===== src/rtl/trig_link_pkg.sv =====
// Trigger link controller shared types: link state encoding and frame K-codes.
package trig_link_pkg;

    typedef enum logic [1:0] {
        ST_IDLE      = 2'd0,
        ST_LOCK_WAIT = 2'd1,
        ST_SYNC      = 2'd2,
        ST_RUN       = 2'd3
    } link_state_t;

    localparam logic [7:0] K_BC = 8'hBC;
    localparam logic [7:0] K_F7 = 8'hF7;
    localparam logic [7:0] K_FB = 8'hFB;
    localparam logic [7:0] K_FD = 8'hFD;
    localparam logic [7:0] K_FC = 8'hFC;
    localparam logic [7:0] K_50 = 8'h50;

    function automatic logic [7:0] frame_sep(input logic [1:0] phase);
        logic [7:0] sep;
        sep = K_BC;
        unique case (phase)
            2'd0: sep = K_BC;
            2'd1: sep = K_F7;
            2'd2: sep = K_FB;
            2'd3: sep = K_FD;
        endcase
        return sep;
    endfunction

endpackage


===== src/rtl/trig_link_lock_filter.sv =====
// Synchronizes PLL lock / TX sync-done and counts how long both stay high
// while the link waits for a stable lock.
module trig_link_lock_filter
    import trig_link_pkg::*;
#(
    parameter int LOCK_FILTER = 16
) (
    input  logic TRG_CLK80,
    input  logic TRG_TXRESETDONE,
    input  logic PLL_LOCK,
    input  logic TX_SYNC_DONE,
    input  logic filt_en,
    output logic ok,
    output logic filt_done
);

    localparam logic [7:0] FILT_LAST = 8'(LOCK_FILTER - 1);

    logic [1:0] pll_sync;
    logic [1:0] txd_sync;
    logic [7:0] filt_cnt;

    always_ff @(posedge TRG_CLK80 or negedge TRG_TXRESETDONE) begin
        if (!TRG_TXRESETDONE) begin
            pll_sync <= 2'b00;
            txd_sync <= 2'b00;
        end else begin
            pll_sync <= {pll_sync[0], PLL_LOCK};
            txd_sync <= {txd_sync[0], TX_SYNC_DONE};
        end
    end

    assign ok = pll_sync[1] & txd_sync[1];

    // Held at zero outside the wait window, so every entry starts fresh.
    always_ff @(posedge TRG_CLK80 or negedge TRG_TXRESETDONE) begin
        if (!TRG_TXRESETDONE) begin
            filt_cnt <= 8'd0;
        end else if (!filt_en || !ok) begin
            filt_cnt <= 8'd0;
        end else if (filt_cnt != FILT_LAST) begin
            filt_cnt <= filt_cnt + 8'd1;
        end
    end

    assign filt_done = filt_en & ok & (filt_cnt == FILT_LAST);

endmodule


===== src/rtl/trig_link_ctrl.sv =====
// Trigger fiber link bring-up FSM and frame separator generation.
// Optional BX0 marker K-code enabled by TRIG_LINK_BC0_MARK_EN.
module trig_link_ctrl
    import trig_link_pkg::*;
#(
    parameter int SYNC_CYCLES = 256,
    parameter int LOCK_FILTER = 16
) (
    input  logic       TRG_CLK80,
    input  logic       TRG_TXRESETDONE,
    input  logic       PLL_LOCK,
    input  logic       TX_SYNC_DONE,
    input  logic       FORCE_RESYNC,
    input  logic       GEM_OVERFLOW,
    input  logic       BC0,
    output logic       TRG_RST,
    output logic       TX_SEL,
    output logic [7:0] FRM_SEP,
    output logic       LINK_READY,
    output logic [7:0] RESYNC_CNT,
    output logic [1:0] STATE
);

    localparam logic [15:0] SYNC_LAST = 16'(SYNC_CYCLES - 1);

    link_state_t state;
    link_state_t next_state;
    logic        ok;
    logic        filt_done;
    logic        rc_inc;
    logic        bc0_hit;
    logic [15:0] sync_cnt;
    logic [2:0]  frm_cnt;
    logic [7:0]  resync_cnt;
    logic        trg_rst_q;
    logic        link_ready_q;

    trig_link_lock_filter #(
        .LOCK_FILTER (LOCK_FILTER)
    ) u_lock_filter (
        .TRG_CLK80       (TRG_CLK80),
        .TRG_TXRESETDONE (TRG_TXRESETDONE),
        .PLL_LOCK        (PLL_LOCK),
        .TX_SYNC_DONE    (TX_SYNC_DONE),
        .filt_en         (state == ST_LOCK_WAIT),
        .ok              (ok),
        .filt_done       (filt_done)
    );

`ifdef TRIG_LINK_BC0_MARK_EN
    assign bc0_hit = BC0 & (state == ST_RUN);
`else
    assign bc0_hit = BC0 & 1'b0;
`endif

    always_comb begin
        next_state = state;
        rc_inc     = 1'b0;
        unique case (state)
            ST_IDLE: begin
                if (ok) next_state = ST_LOCK_WAIT;
            end
            ST_LOCK_WAIT: begin
                if (!ok) next_state = ST_IDLE;
                else if (filt_done) next_state = ST_SYNC;
            end
            ST_SYNC: begin
                if (!ok) next_state = ST_IDLE;
                else if (sync_cnt == SYNC_LAST) next_state = ST_RUN;
            end
            ST_RUN: begin
                // Lock loss outranks a concurrent resync request.
                if (!ok) begin
                    next_state = ST_IDLE;
                    rc_inc     = 1'b1;
                end else if (FORCE_RESYNC) begin
                    next_state = ST_SYNC;
                end
            end
            default: next_state = ST_IDLE;
        endcase
    end

    always_ff @(posedge TRG_CLK80 or negedge TRG_TXRESETDONE) begin
        if (!TRG_TXRESETDONE) begin
            state        <= ST_IDLE;
            sync_cnt     <= 16'd0;
            frm_cnt      <= 3'd0;
            resync_cnt   <= 8'd0;
            trg_rst_q    <= 1'b1;
            link_ready_q <= 1'b0;
        end else begin
            state <= next_state;
            if (state == ST_SYNC && next_state == ST_SYNC)
                sync_cnt <= sync_cnt + 16'd1;
            else
                sync_cnt <= 16'd0;
            if (state == ST_RUN && next_state == ST_RUN)
                frm_cnt <= bc0_hit ? 3'd1 : frm_cnt + 3'd1;
            else
                frm_cnt <= 3'd0;
            if (rc_inc && resync_cnt != 8'hFF)
                resync_cnt <= resync_cnt + 8'd1;
            trg_rst_q    <= (next_state != ST_RUN);
            link_ready_q <= (next_state == ST_RUN);
        end
    end

    always_comb begin
        FRM_SEP = frame_sep(frm_cnt[2:1]);
        if (bc0_hit)
            FRM_SEP = K_50;
        else if (GEM_OVERFLOW)
            FRM_SEP = K_FC;
    end

    assign TX_SEL     = ~frm_cnt[0];
    assign TRG_RST    = trg_rst_q;
    assign LINK_READY = link_ready_q;
    assign RESYNC_CNT = resync_cnt;
    assign STATE      = state;

endmodule


===== config.mk =====
export PLATFORM = sky130hd
export DESIGN_NAME = trig_link_ctrl
export DESIGN_NICKNAME = d
export VERILOG_FILES = /design/src/rtl/trig_link_pkg.sv /design/src/rtl/trig_link_lock_filter.sv /design/src/rtl/trig_link_ctrl.sv
export SDC_FILE = /design/constraint.sdc
export NUM_CORES = 1
export LEC_CHECK = 0
export BUFFER_PORTS_ARGS = -buffer_cell sky130_fd_sc_hd__buf_2
export CORE_MARGIN = 5
export CORE_UTILIZATION = 50
export CTS_CLUSTER_SIZE = 40
export DETAILED_ROUTE_END_ITERATION = 6
export PLACE_DENSITY = 0.77
export SETUP_SLACK_MARGIN = 0.4
export SYNTH_ARGS = -nofsm -noshare
export SYNTH_HDL_FRONTEND = slang
export SYNTH_HIERARCHICAL = 1
export SYNTH_SLANG_ARGS = --single-unit

===== constraint.sdc =====
create_clock -name TRG_CLK80 -period 2.9 [get_ports TRG_CLK80]
set_clock_uncertainty 0.2 [all_clocks]
set_input_delay 0.29 -clock TRG_CLK80 [delete_from_list [all_inputs] [get_ports TRG_CLK80]]
set_output_delay 0.29 -clock TRG_CLK80 [all_outputs]
set_load 0.01 [all_outputs]

==> results of run 1 <==
==> kinds of logic after synthesis <==
logic type,Yosys count,share of synthesized area [%]
buffers and inverters,17,4.420
multiplexers,1,0.4714
flip-flops,43,50.74
XOR/XNOR,22,9.075
AND/OR/NAND/NOR,91,24.63
AO/OA/AOI/OAI,21,6.364
other,1,0.1766
adder cells (fa/ha/maj),7,4.125
==> what timing repair did <==
action	CTS	global route
hold endpoints to repair	44	0
hold buffers	3	0
endpoints found under the setup margin	0	0
==> sequential cells by signal (all words and copies together) (netlist names) <==
register and cells:
u_lock_filter/pll_sync 2, u_lock_filter/txd_sync 2, u_lock_filter/filt_cnt 8, STATE 2, sync_cnt 16, LINK_READY 1, frm_cnt 3, TRG_RST 1
RESYNC_CNT 8
==> cell usage in the layout, fill, tap and decap left out, types with 7 or more instances in the layout <==
cell type	count
dfrtp_1	42
nor2_1	24
buf_2	23
nand2_1	15
nand3_1	14
xnor2_1	13
inv_1	11
xor2_1	9
a21oi_1	9
nor3_1	8
ha_1	7
==> worst paths after layout <==
| check | endpoint | slack, ns | cells after the start |
|---|---|---|---|
| worst max-delay path | STATE[0] | 0.99 | 6 |
| worst min-delay path | u_lock_filter/txd_sync[1] | 0.16 | 0 |
| worst max register to register | STATE[0] | 0.99 | 6 |
| worst min register to register | u_lock_filter/txd_sync[1] | 0.16 | 0 |
| max in group asynchronous | STATE[0] | 1.44 | 2 |
| min in group asynchronous | u_lock_filter/txd_sync[0] | 0.48 | 2 |
==> metal layers <==
| layer | routed length, um | global-route usage (%) | vias to the layer above |
|---|---|---|---|
| met5 | 0 | 0 | - |
| met4 | 51 | 4.660 | 0 |
| met3 | 233 | 4.272 | 10 |
| met2 | 1961 | 26.89 | 46 |
| met1 | 1674 | 19.51 | 740 |
| li1 | - | - | 747 |
==> metrics by stage <==
step                      power [uW]  hold WS [ns]
final                           1178        0.1628
after floorplan                628.5       -0.2056
after global placement         643.8        0.1328
after global routing            1222        0.1698
after CTS                       1193        0.1639
after detailed placement       645.1        0.1457
==> power breakdown <==
group | total [uW] | internal, uW | switching [uW]
sequential | 605 | 603 | 2.47
combinational | 29.8 | 8.95 | 20.9
clock | 543 | 344 | 199
total | 1180 | 956 | 222
==> layout make-up <==
| class | instances | share of cell area [%] |
|---|---|---|
| Clock buffer | 6 | 3.001 |
| Clock inverter | 2 | 2.483 |
| Inverter | 11 | 1.707 |
| Multi-Input combinational cell | 145 | 39.68 |
| Sequential cell | 43 | 44.54 |
| Tap cell | 50 | 2.587 |
| Timing Repair Buffer | 26 | 6.001 |
==> flow_summary.ini, run 1 <==
[setup_path]
path_max_fanout = 8
slowest_stage = nor4_4
crit_buf_inv = 0
critPathLaunch = u_lock_filter/filt_cnt[4]
cp_cell_sequence = nor4_4 > nand2_1 > nor2_1 > mux2i_1 > o21ai_0 > a31oi_1
regToRegStartpoint = u_lock_filter/filt_cnt[4]
max_stage_delay_ns = 0.50
endpoint_kind = register
critPathTopFamily = simple AND/OR/NAND/NOR gates
worst_ep_required_time_ns = 2.86
crit_type = register to register
arrival_ns = 1.87
critPathLaunchType = register

[clock_tree]
cts_tree = done
cts_root_buf = clkbuf_8
htreeDepth = 2
cts_buffers = 5
cts_sinks = 43
cts_max_path_buffers = 2
ctsResizeCount = 0
cts_setup_buffers = 0
clk_latency_ns = 0.30
clkTransAtPathRegs_ns = 0.08

[synth]
synth-main-ff-cell = dfrtp_1
synthArstFlopShare_pct = 100.0
ys_ff_latch = 43
synth.distinct_cells = 41
synth_warnings = 6
synth_area_sq_um = 2123
synth.avg_cell_area_sq_um = 10.46
synth.top_cells.by_area = dfrtp_1 49%, xnor2_1 5.4%, nor2_1 4.2%, ha_1 4.1%, xor2_1 3.7%
yosys.cell_count.top_type = dfrtp_1
netlist_instances = 203
yosysSeqAreaShare_pct = 50.74
synth_edf_count = 0
synthTopCellsByCount = 42 x dfrtp_1, 24 x nor2_1, 15 x nand2_1
synth_largest_area_cell = dfrtp_1
synth_top_area_share_pct = 49.50

[die]
die_w_um = 75.17
rows = 23
die-area_sq_um = 5650
io_pins = 28
start_util_pct = 52.33
die_h_um = 75.17
core-area_sq_um = 4058

[layout]
postLayoutCellArea_sq_um = 2419
area_delta_synth_final_pct = 13.91
antenna_cells = 0
multiInputGateArea_sq_um = 959.7
instances_no_fill = 283
num-fill-cells = 345
utilization_pct = 59.61
ff_latch_area_sq_um = 1077
nets = 246
drive_gt1_share_pct = 19.74

[place]
io_buffer_count = 23
place.gp.congestion = 0.8043
place_hpwl_mm = 2.731
dp.cells = 272
postPlaceCellArea_sq_um = 2256
post-place-ws_ns = 1.045

[grt]
grt-ovfl-total = 0
antenna_found_initial = 0
grt_pass1_wl_mm = 6.768
grtUsageTotal_pct = 15.73
grt_max_degree = 44
first_global_vias = 1494

[route]
ant_nets = 0
drtPass1Iterations = 4
routed_wl_mm = 3.920
route.detailed.drc = 0
drt_iter0_drc = 105
avgViaCountPerCell = 5.452
num_vias = 1543
wl_per_cell_um = 13.85

[timing]
max_freq_mhz = 523.9
period_share_pct = 65.81
slew_violations = 0
fin_setup_tns_ns = 0
layout_setup_ws_ns = 0.9914
timing.slew.headroom_pct = 37.72
rsz0062_at_grt = false
fin_crit_ns = 1.909
hold_viol = 0
setup_viol = 0
tightest_slew_ns = 0.9342

[worst_hold_path]
hold_path_class = register to register
min-delay-start = u_lock_filter/txd_sync[0]

[pwr]
ir_drop_v = 0.0002405
p_leak_uw = 0.001103
power_density_nw_per_um2 = 487.1

[flow_run]
drv_cap = 0

[outcome]
status = finished, final reports clean
No activity file was read; power rests on OpenSTA's default activity.
==> inputs of run 2 (changes only) <==
==> constraint.sdc (replaced) <==
create_clock -name TRG_CLK80 -period 1.97 [get_ports TRG_CLK80]
set_clock_uncertainty 0.2 [all_clocks]
set_input_delay 0.197 -clock TRG_CLK80 [delete_from_list [all_inputs] [get_ports TRG_CLK80]]
set_output_delay 0.197 -clock TRG_CLK80 [all_outputs]
set_load 0.01 [all_outputs]
==> run 2 against run 1 <==
  * Worst setup slack lost 0.65 ns
  * Register-to-register slack lost 0.60 ns
  * Utilization grew 9.7 points
  * Sequential share of layout area shrank 5.8 points
  * Global-route usage grew 0.52 points
  * Combinational power grew 77%
  * First-iteration DRC count grew 1.9%
  * Largest cell class is now multi-input gates
==> flow_summary.ini, run 2 (synthesis gave the netlist of run 1 again) <==
[outcome]
status = finished, final reports clean

[grt]
gr-usage-met1_pct = 20.41
gr-usage-met2_pct = 26.50
antenna_found_initial = 0
grt_pass1_wl_mm = 6.893
grtUsageTotal_pct = 16.25
first_global_vias = 1496
grt_max_degree = 24
top_usage_layer = met2
use_met3_pct = 5.340
grt-ovfl-total = 0

[setup_path]
r2r_cells = 4
r2r_end = RESYNC_CNT[6]
worst_ep_required_time_ns = 1.57
cp_cell_sequence = inv_2 > ha_4 > nor2b_1 > buf_2
crit_type = register to primary output
critPathLaunchType = register
endpoint_kind = primary output
regToRegStartpoint = RESYNC_CNT[4]
crit_buf_inv = 2
arrival_ns = 1.23
r2r_slack_ns = 0.39
path_max_fanout = 2
slowest_stage = dfrtp_1
max_stage_delay_ns = 0.40
critPathTopFamily = flip-flops

[route]
route.detailed.drc = 0
drt_iter0_drc = 107
avgViaCountPerCell = 5.359
drtPass1Iterations = 4
wl_per_cell_um = 15.13
routed_wl_mm = 4.629
ant_nets = 0
num_vias = 1640

[die]
io_pins = 28
rows = 23
die-area_sq_um = 5650
core-area_sq_um = 4058
die_h_um = 75.17
start_util_pct = 52.33
die_w_um = 75.17

[layout]
utilization_pct = 69.32
largest_register_ffs = 16
instances_no_fill = 306
postLayoutCellArea_sq_um = 2813
nets = 269
area_delta_synth_final_pct = 32.47
drive_gt1_share_pct = 44.14
largest_register = sync_cnt
antenna_cells = 0
mostFrequentLayoutCells = 31 x dfrtp_1, 23 x buf_2, 18 x buf_4
final_common_cell = dfrtp_1

[place]
place_hpwl_mm = 2.554
postPlaceCellArea_sq_um = 2308
io_buffer_count = 23
place.gp.congestion = 0.7915
dp.cells = 275

[clock_tree]
cts_max_path_buffers = 2
clkTransAtPathRegs_ns = 0.08
cts_sinks = 43
cts_buffers = 5
htreeDepth = 2
cts_tree = done
cts_root_buf = clkbuf_8
clk_latency_ns = 0.29

[timing]
rsz0062_at_grt = true
timing.slew.headroom_pct = 63.38
setup_viol = 0
fin_setup_tns_ns = 0
hold_viol = 0
max_freq_mhz = 614.3
slew_violations = 0
period_share_pct = 82.63
fin_crit_ns = 1.628
tightest_slew_ns = 0.5493

[worst_hold_path]
hold_path_class = input pin to register
hold-path-endpoint = STATE[0]
min-delay-start = FORCE_RESYNC
hold_depth = 4

[pwr]
power_density_nw_per_um2 = 521.4
p_leak_uw = 0.001218
ir_drop_v = 0.0002937

[flow_run]
drv_cap = 0
run 2: cell types whose count changed in the layout (fill, tap and decap cells not counted), moves of 8 or more:
cell	delta
nor2_2	+8
dfrtp_1	-11
buf_4	+18
nor2_1	-9
dfrtp_2	+11
run 2: how the worst max path moves through the flow:
stage | start | endpoint | slack (ns) | cells after the start
floorplan | u_lock_filter/filt_cnt[0] | STATE[0] | 0.37 | 8
global placement | sync_cnt[8] | sync_cnt[9] | 0.30 | 4
detailed placement | sync_cnt[0] | sync_cnt[7] | 0.30 | 5
CTS | frm_cnt[2] | FRM_SEP[1] | 0.36 | 4
global route | frm_cnt[1] | FRM_SEP[1] | 0.27 | 4
finish | frm_cnt[1] | FRM_SEP[1] | 0.34 | 4
run 2: tightest hold or removal path, stage by stage:
cell and delay (ns):
buf_2 0.09, mux2i_1 0.06, o21ai_1 0.11, a31oi_1 0.04
run 2: final cells by class:
cell class / instances / area, sq um
tap: 50 / 62.56
timing repair buffer: 48 / 334.1
sequential: 43 / 1091
inverter: 11 / 41.29
clock inverter: 1 / 5.005
multi-input combinational: 146 / 1202
clock buffer: 7 / 76.32
fill: 270 / 1245
run 2: power by group:
part	internal (uW)	switching (uW)
Sequential	888	3.95
Combinational	19.8	32.7
Clock	249	273
Total	1160	310
run 2: what timing repair did:
item | in CTS | in global routing
setup endpoints to repair | 25 | 34
pin swaps | 3 | 31
gates resized for setup | 16 | 40
hold buffers | 3 | 0
hold endpoints to repair | 23 | 0
cloned | 1 | 0
buffers inserted | 9 | 10
run 2: per-stage QoR:
step                hold WS, ns  setup WS (ns)  power, uW
floorplan               -0.2986         0.3680      925.4
global placement        0.01089         0.3017      953.2
detailed placement      0.01557         0.3029      954.3
CTS                     0.03865         0.3562       1488
global route            0.05080         0.2725       1539
finish                  0.03897         0.3422       1466
run 2: per-layer routing:
layer	up-vias	part of all wire, %	routed length, um
li1	796	-	-
met1	814	44	2030
met2	26	52	2399
met3	4	3.5	160
met4	0	0.84	39
met5	-	0	0
==> inputs of run 3 (changes only) <==
--- a/config.mk
+++ b/config.mk
@@ -10,7 +10,7 @@
 export CORE_UTILIZATION = 50
 export CTS_CLUSTER_SIZE = 40
 export DETAILED_ROUTE_END_ITERATION = 6
-export PLACE_DENSITY = 0.77
+export PLACE_DENSITY = 0.79
 export SETUP_SLACK_MARGIN = 0.4
 export SYNTH_ARGS = -nofsm -noshare
 export SYNTH_HDL_FRONTEND = slang
==> constraint.sdc (replaced) <==
create_clock -name TRG_CLK80 -period 1.3 [get_ports TRG_CLK80]
set_clock_uncertainty 0.2 [all_clocks]
set_input_delay 0.13 -clock TRG_CLK80 [delete_from_list [all_inputs] [get_ports TRG_CLK80]]
set_output_delay 0.13 -clock TRG_CLK80 [all_outputs]
set_load 0.01 [all_outputs]
==> run 3 against run 2 <==
  * The run now ends with negative hold slack, negative setup slack left
  * Via count rose by 26%
  * Die area is the same
  * Routed wire length rose by 66%
  * Worst setup slack got worse by 0.78 ns
  * Combinational power increased by 110%
  * Flip-flop and latch count did not move
  * Cell area up 25%
  * Utilization grew 18 points
  * Register-to-register slack lost 0.83 ns
  * Count of clock-buffer cells in the layout shrank 1
  * Critical path type is now register to register
==> flow_summary.ini, run 3 (synthesis gave the netlist of run 1 again) <==
[outcome]
status = finished, violations left
violations = negative hold slack, negative setup slack

[grt]
grt-ovfl-total = 0
grtUsageTotal_pct = 22.47
grt_pass1_wl_mm = 9.459
antenna_found_initial = 0
first_global_vias = 1910
grt_max_degree = 33

[route]
drtPass1Iterations = 4
ant_nets = 0
wl_per_cell_um = 21.70
route.detailed.drc = 0
avgViaCountPerCell = 5.833
drt_iter0_drc = 196
routed_wl_mm = 7.683
num_vias = 2065

[clock_tree]
postCtsHoldBufs = 2
cts_buffers = 5
cts_tree = done
cts_root_buf = clkbuf_8
cts_sinks = 43
cts_max_path_buffers = 2
clkTransAtPathRegs_ns = 0.09
htreeDepth = 2
clk_latency_ns = 0.31

[place]
place_hpwl_mm = 3.153
place.gp.congestion = 0.8154
post-place-ws_ns = -0.2348
io_buffer_count = 23

[pwr]
total_power_uw = 2720
p_leak_uw = 0.001573
power_density_nw_per_um2 = 770.8
ir_drop_v = 0.001129

[die]
rows = 23
die_w_um = 75.17
start_util_pct = 52.33
die_h_um = 75.17
core-area_sq_um = 4058
io_pins = 28
die-area_sq_um = 5650

[setup_path]
crit_type = register to register
path_max_fanout = 3
worst_ep_required_time_ns = 1.28
endpoint_kind = register
arrival_ns = 1.72
critPathLaunchType = register

[timing]
slew_violations = 0
holdWs_ns = -0.4871
setup_viol = 51
rsz0062_at_grt = true
fin_crit_ns = 1.736
hold_viol = 42
layout_setup_ws_ns = -0.4356
period_share_pct = 133.5
max_freq_mhz = 576.2

[layout]
mostFrequentLayoutCells = 48 x buf_4, 36 x dfrtp_1, 35 x buf_6
drive_gt1_share_pct = 60.20
final_common_cell = buf_4
nets = 317
largest_register_ffs = 16
area_delta_synth_final_pct = 66.18
antenna_cells = 0
largest_register = sync_cnt
num-fill-cells = 162

[flow_run]
drv_cap = 0

[worst_hold_path]
hold_path_class = input pin to asynchronous set/reset pin
-- run 3: cell types whose count changed in the layout (fill, tap and decap cells not counted), sizes merged --
| cell | previous run | this run |
|---|---|---|
| buf | 45 | 94 |
| bufinv | 0 | 2 |
| clkbuf | 7 | 6 |
| clkinv | 1 | 0 |
| dlygate4sd3 | 3 | 2 |
-- run 3: worst max-delay path: stages (launching register included) --
cell	delay, ns
dfrtp_2	0.45
nor4_4	0.30
nand2_1	0.13
nor2_2	0.18
mux2i_1	0.11
o21ai_1	0.16
a31oi_1	0.07
-- run 3: path summary, 6_finish.rpt --
kind                                        endpoint  slack [ns]  depth (start not counted)                      start
min in group TRG_CLK80                    frm_cnt[2]        0.03                          3               FORCE_RESYNC
max in group asynchronous                    TRG_RST        0.86                          2            TRG_TXRESETDONE
max                                         STATE[0]       -0.44                          6  u_lock_filter/filt_cnt[4]
min reg2reg                u_lock_filter/pll_sync[1]        0.15                          0  u_lock_filter/pll_sync[0]
min                        u_lock_filter/pll_sync[0]       -0.49                          1            TRG_TXRESETDONE
max reg2reg                                 STATE[0]       -0.44                          6  u_lock_filter/filt_cnt[4]
-- run 3: per-layer routing --
| layer | GRT usage [%] | vias up | part of all wire (%) |
|---|---|---|---|
| met5 | 0 | - | 0 |
| met4 | 6.408 | 0 | 5.2 |
| met3 | 5.340 | 37 | 8.0 |
| met2 | 40.91 | 121 | 49 |
| met1 | 26.28 | 1015 | 38 |
| li1 | - | 892 | - |
-- run 3: cell type report --
type | count | area, sq um | area share (%)
flip-flops and latches | 43 | 1085 | 30.74
clock buffers | 6 | 72.57 | 2.057
well taps | 50 | 62.56 | 1.773
inverters | 11 | 41.29 | 1.170
clock inverters | 2 | 60.06 | 1.702
repair buffers | 96 | 854.6 | 24.22
multi-input cells | 146 | 1353 | 38.33
-- run 3: metrics by stage --
step	cells	util [%]	cell area [sq um]	TNS, ns	hold WS (ns)
after floorplan	205	-	2268	-4.966	-0.3656
after global placement	322	68.24	2769	-4.579	-0.1696
after detailed placement	322	68.24	2769	-5.903	-0.1637
after CTS	340	79.40	3222	-7.121	-0.4850
after global routing	354	86.96	3528	-14.27	-0.4876
final	354	86.96	3528	-11.94	-0.4871
-- run 3: report_power, final --
part | internal (uW) | total, uW | switching, uW
registers | 1350 | 1350 | 5.82
clock network | 769 | 1260 | 489
logic | 44.4 | 111 | 66.9
-- run 3: repair_timing --
item / in CTS / in global routing
buffers inserted: 7 / 14
setup endpoints to repair: 57 / 57
pin swaps: 23 / 17
endpoints found under the hold margin: 46 / 42
gates resized for setup: 54 / 43
gates cloned: 1 / 0
